[src/rtl/bin_to_bcd_seq_pkg.sv]
// Shared definitions for the sequential binary-to-BCD converter:
// state encoding, counter sizing and the digit-count sizing rule.
package bin_to_bcd_seq_pkg;

  typedef enum logic [1:0] {
    ST_IDLE  = 2'd0,
    ST_SHIFT = 2'd1,
    ST_DONE  = 2'd2
  } state_t;

  localparam int unsigned DEF_N      = 8;
  localparam int unsigned DEF_DIGITS = 3;

  // Bit-counter width: must hold the value n.
  function automatic int unsigned cnt_width(input int unsigned n);
    return $clog2(n + 1);
  endfunction

  // True when d decimal digits can represent every n-bit unsigned value.
  function automatic bit digits_fit(input int unsigned n, input int unsigned d);
    longint unsigned p;
    p = 64'd1;
    for (int unsigned i = 0; i < d; i++) p = p * 64'd10;
    return p > (64'd1 << n);
  endfunction

endpackage

[src/rtl/bin_to_bcd_seq_if.sv]
// Request/result bundle between a requester and the BCD converter.
interface bin_to_bcd_seq_if #(
  parameter int unsigned N      = 8,
  parameter int unsigned DIGITS = 3
);
  logic                  start;
  logic [N-1:0]          bin;
  logic                  signed_mode;
  logic                  busy;
  logic                  done;
  logic                  neg;
  logic [4*DIGITS-1:0]   bcd;

  modport master (output start, bin, signed_mode, input busy, done, neg, bcd);
  modport slave  (input start, bin, signed_mode, output busy, done, neg, bcd);
endinterface

[src/rtl/bin_to_bcd_seq_bcd_add3.sv]
// Single-digit shift-add-3 correction: digits of 5 or more get +3 before the shift.
module bcd_add3 (
  input  logic [3:0] digit,
  output logic [3:0] fixed_c
);
  assign fixed_c = (digit >= 4'd5) ? (digit + 4'd3) : digit;
endmodule

[src/rtl/bin_to_bcd_seq.sv]
// Sequential binary-to-BCD converter, one operand bit per clock (double dabble),
// with optional two's-complement input giving sign plus magnitude.
module bin_to_bcd_seq
  import bin_to_bcd_seq_pkg::*;
#(
  parameter int unsigned N      = DEF_N,
  parameter int unsigned DIGITS = DEF_DIGITS
) (
  input  logic             clk,
  input  logic             aclr,
  bin_to_bcd_seq_if.slave  bus
);

  localparam int unsigned BW = 4 * DIGITS;
  localparam int unsigned CW = cnt_width(N);

  if (!digits_fit(N, DIGITS)) begin : g_bad_digits
    $error("bin_to_bcd_seq: DIGITS too small for N-bit input");
  end

  state_t          state, state_nx;
  logic [N-1:0]    operand, operand_nx, mag;
  logic [BW-1:0]   scratch, scratch_nx, corr;
  logic [BW-1:0]   bcd_r, bcd_nx;
  logic [CW-1:0]   count, count_nx;
  logic            neg_int, neg_int_nx, sign;
  logic            neg_r, neg_nx;
  logic            busy_r, busy_nx;
  logic            done_r, done_nx;
  logic [BW+N-1:0] shifted;

  for (genvar k = 0; k < DIGITS; k++) begin : g_digit
    bcd_add3 u_add3 (
      .digit   (scratch[4*k +: 4]),
      .fixed_c (corr[4*k +: 4])
    );
  end

  assign shifted = {corr, operand} << 1;
  assign sign    = bus.signed_mode & bus.bin[N-1];
  // -2**(N-1) negates to itself, which reads correctly as an unsigned magnitude.
  assign mag     = sign ? N'(-bus.bin) : bus.bin;

  always_ff @(posedge clk or negedge aclr) begin
    if (!aclr) begin
      state   <= ST_IDLE;
      operand <= '0;
      scratch <= '0;
      count   <= '0;
      neg_int <= 1'b0;
      neg_r   <= 1'b0;
      bcd_r   <= '0;
      busy_r  <= 1'b0;
      done_r  <= 1'b0;
    end else begin
      state   <= state_nx;
      operand <= operand_nx;
      scratch <= scratch_nx;
      count   <= count_nx;
      neg_int <= neg_int_nx;
      neg_r   <= neg_nx;
      bcd_r   <= bcd_nx;
      busy_r  <= busy_nx;
      done_r  <= done_nx;
    end
  end

  // Results are loaded on the last shift so they are valid while done is high.
  always_comb begin
    state_nx   = state;
    operand_nx = operand;
    scratch_nx = scratch;
    count_nx   = count;
    neg_int_nx = neg_int;
    neg_nx     = neg_r;
    bcd_nx     = bcd_r;
    busy_nx    = busy_r;
    done_nx    = 1'b0;
    case (state)
      ST_IDLE: begin
        busy_nx = 1'b0;
        if (bus.start) begin
          operand_nx = mag;
          neg_int_nx = sign;
          scratch_nx = '0;
          count_nx   = CW'(N);
          busy_nx    = 1'b1;
          state_nx   = ST_SHIFT;
        end
      end
      ST_SHIFT: begin
        busy_nx    = 1'b1;
        scratch_nx = shifted[BW+N-1:N];
        operand_nx = shifted[N-1:0];
        count_nx   = count - CW'(1);
        if (count == CW'(1)) begin
          bcd_nx   = shifted[BW+N-1:N];
          neg_nx   = neg_int;
          done_nx  = 1'b1;
          state_nx = ST_DONE;
        end
      end
      ST_DONE: begin
        busy_nx  = 1'b0;
        state_nx = ST_IDLE;
      end
      default: begin
        busy_nx  = 1'b0;
        state_nx = ST_IDLE;
      end
    endcase
  end

  assign bus.busy = busy_r;
  assign bus.done = done_r;
  assign bus.neg  = neg_r;
  assign bus.bcd  = bcd_r;

endmodule

[src/flat_wrapper.sv]
// flat-port wrapper written by rule: the top's interface ports become plain ports
module bin_to_bcd_seq_flat import bin_to_bcd_seq_pkg::*;
#(
  parameter int unsigned N      = DEF_N,
  parameter int unsigned DIGITS = DEF_DIGITS
)
  (clk, aclr, bus_start, bus_bin, bus_signed_mode, bus_busy, bus_done, bus_neg, bus_bcd);
  bin_to_bcd_seq_if #(.N(N), .DIGITS(DIGITS)) bus_i ();
  input  logic clk;
  input  logic aclr;
  input wire logic [$bits(bus_i.start)-1:0] bus_start;
  input wire logic [$bits(bus_i.bin)-1:0] bus_bin;
  input wire logic [$bits(bus_i.signed_mode)-1:0] bus_signed_mode;
  output wire logic [$bits(bus_i.busy)-1:0] bus_busy;
  output wire logic [$bits(bus_i.done)-1:0] bus_done;
  output wire logic [$bits(bus_i.neg)-1:0] bus_neg;
  output wire logic [$bits(bus_i.bcd)-1:0] bus_bcd;
  assign bus_i.start = bus_start;
  assign bus_i.bin = bus_bin;
  assign bus_i.signed_mode = bus_signed_mode;
  assign bus_busy = bus_i.busy;
  assign bus_done = bus_i.done;
  assign bus_neg = bus_i.neg;
  assign bus_bcd = bus_i.bcd;
  bin_to_bcd_seq #(.N(N), .DIGITS(DIGITS)) u_core (.clk(clk), .aclr(aclr), .bus(bus_i));
endmodule
[config.mk]
export PLATFORM = sky130hd
export DESIGN_NAME = bin_to_bcd_seq_flat
export DESIGN_NICKNAME = d
export VERILOG_FILES = /design/src/rtl/bin_to_bcd_seq_pkg.sv /design/src/rtl/bin_to_bcd_seq_if.sv /design/src/rtl/bin_to_bcd_seq_bcd_add3.sv /design/src/rtl/bin_to_bcd_seq.sv /design/src/flat_wrapper.sv
export SDC_FILE = /design/constraint.sdc
export NUM_CORES = 1
export LEC_CHECK = 0
export CAP_MARGIN = 10
export CORE_UTILIZATION = 30
export CTS_CLUSTER_DIAMETER = 200
export DETAILED_ROUTE_END_ITERATION = 10
export SYNTH_ARGS = -nofsm -noshare
export SYNTH_HDL_FRONTEND = slang
export SYNTH_HIERARCHICAL = 1
export SYNTH_SLANG_ARGS = --single-unit
[constraint.sdc]
create_clock -name clk -period 2 [get_ports clk]
set_input_delay 0.2 -clock clk [delete_from_list [all_inputs] [get_ports clk]]
set_output_delay 0.2 -clock clk [all_outputs]
set_load 0.01 [all_outputs]
==> metrics.csv <==
metric,value,unit
die_w,84.76,um
hold_buffers,1,
relSlewSlack,64.28,%
ant_nets,0,
p_leak,1.188,nW
coreArea,6495,um^2
synth-warning-count,6,
final.fill_count,648,
grt_pass1_vias,1435,
ctsResizeCount,0,
grt_pass1_wl,6.775,mm
final.setup.tns,0,ns
cts_tree,yes,
start_kind,flop,
first_pass_iters,7,
synth_cells,184,
syn_area_per_cell,11.17,um^2
placed_cell_area,2401,um^2
pin_count,27,
io_buffer_count,26,
hp-start,bus_bin[7],
endpoint_kind,flop,
crit_fanout,15,
final_area,2520,um^2
clkTransAtPathRegs,0.08,ns
vias_per_cell,4.878,
wl_per_cell,12.65,um
vias,1439,
peakVddDrop,0.4085,mV
clk_path_buf_depth,2,
maxCapViolations,0,
violations,DRC,
cts_post_setup_buffers_inserted,0,
grt_max_degree,43,
clock-skew-final,0.003046,ns
worst_pin_slew,0.5358,ns
drc_errors,2,
cts_sinks,42,
grt_antenna_before_repair,0,
insertion_delay,0.29,ns
final.period_utilization,79.23,%
gp_congestion,0.7507,
syn2layout_area_growth,22.66,%
wl,3.733,mm
hold_class,in -> reg,
crit_arrival,1.76,ns
dp_hpwl,2.651,mm
nets,238,
syn_nets,205,
grt.total_usage,11.95,%
cts_buffers,5,
fmax,631.1,MHz
power_density,1513,nW/um^2
required,2.17,ns
cp-startpoint,u_core/count[1]$_DFFE_PN0P_,
rsz0062_at_grt,no,
fp.dieH,84.76,um
period_minus_slack,1.585,ns
finalHoldViolCount,0,
slew_viol_final,0,
critical_path_class,reg -> reg,
netlist_area,2054,um^2
outcome,"complete, but fails checks",
htree_levels,2,
rows,29,
grt_overflow,0,
drtIter0Drc,66,
antenna_cells,0,
drive_above_1_share,14.22,%
cts_root_buffer,clkbuf_8,
dieArea,7183,um^2
start_util,31.63,%
r2r-start,u_core/count[1]$_DFFE_PN0P_,
setup_viol,0,
## final timing paths
check | endpoint | slack, ns | depth (start not counted)
max | u_core/bus.bcd[8]$_DFFE_PN0P_ | 0.42 | 5
min | u_core/operand[7]$_DFFE_PN0P_ | 0.49 | 3
max reg2reg | u_core/bus.bcd[8]$_DFFE_PN0P_ | 0.42 | 5
min reg2reg | u_core/operand[0]$_DFFE_PN0P_ | 0.49 | 2
max in group asynchronous | u_core/operand[7]$_DFFE_PN0P_ | 1.13 | 3
min in group asynchronous | u_core/bus.bcd[7]$_DFFE_PN0P_ | 0.51 | 3
## registers in the layout (all words and copies together) (netlist names)
| signal | flops |
|---|---|
| u_core/bus.done | 1 |
| u_core/state | 2 |
| u_core/bus.busy | 1 |
| u_core/count | 4 |
| u_core/bus.neg | 1 |
| u_core/scratch | 12 |
| u_core/neg_int | 1 |
| u_core/bus.bcd | 12 |
| u_core/operand | 8 |
## per-layer routing
| layer | wire length, um | track usage (%) | share of wire (%) |
|---|---|---|---|
| met3 | 174 | 3.147 | 4.7 |
| met5 | 0 | 0 | 0 |
| met1 | 1889 | 16.17 | 51 |
| met4 | 0 | 3.698 | 0 |
| met2 | 1669 | 18.77 | 45 |
## critical path, stage by stage, from the launching register on
cell     delay (ns)
dfrtp_1        0.38
inv_1          0.10
ha_1           0.14
nor3b_2        0.28
nand2_4        0.22
mux2_4         0.35
## area by class of cell
class                           count  area (um^2)  area share [%]
Sequential cell                    42         1051           41.71
Multi-Input combinational cell    123        919.6           36.49
Timing Repair Buffer               30        287.8           11.42
Tap cell                           77        96.34           3.823
Clock buffer                        5        68.82           2.731
Inverter                           15        56.30           2.234
Clock inverter                      3        40.04           1.589
## placed cells by master, fill, tap and decap left out, types with 2 or more instances in the layout
master / instances
o22ai_1: 6
nand2_1: 19
clkinv_2: 2
mux2_4: 8
a21oi_1: 5
mux2_2: 6
clkdlybuf4s50_1: 25
a22oi_1: 3
ha_1: 9
nor3_1: 3
xnor2_1: 8
inv_1: 15
nand3_1: 2
a21oi_2: 3
o21ai_0: 10
mux2i_1: 4
o21ai_1: 3
buf_4: 3
a22o_1: 12
nand2b_1: 6
nor2_1: 9
clkbuf_8: 5
dfrtp_1: 42
## through the flow
| step | instances | utilization, % | total power [mW] | setup WS (ns) | hold WS (ns) |
|---|---|---|---|---|---|
| after global placement | 286 | 36.97 | 3.165 | 0.3880 | 0.3050 |
| after detailed placement | 286 | 36.97 | 3.208 | 0.3835 | 0.3039 |
| after floorplan | 184 | - | 2.643 | 0.5418 | -0.09559 |
| final | 295 | 38.80 | 3.814 | 0.4155 | 0.4930 |
| after CTS | 295 | 38.80 | 3.879 | 0.3944 | 0.4797 |
| after global routing | 295 | 38.80 | 4.156 | 0.3065 | 0.4816 |
## where the power goes
part	total [mW]	internal, mW	switching (mW)
clock	0.650	0.367	0.282
combinational	1.68	0.880	0.797
sequential	1.49	1.21	0.273
Note: power is estimated with default switching activity, not from simulation.
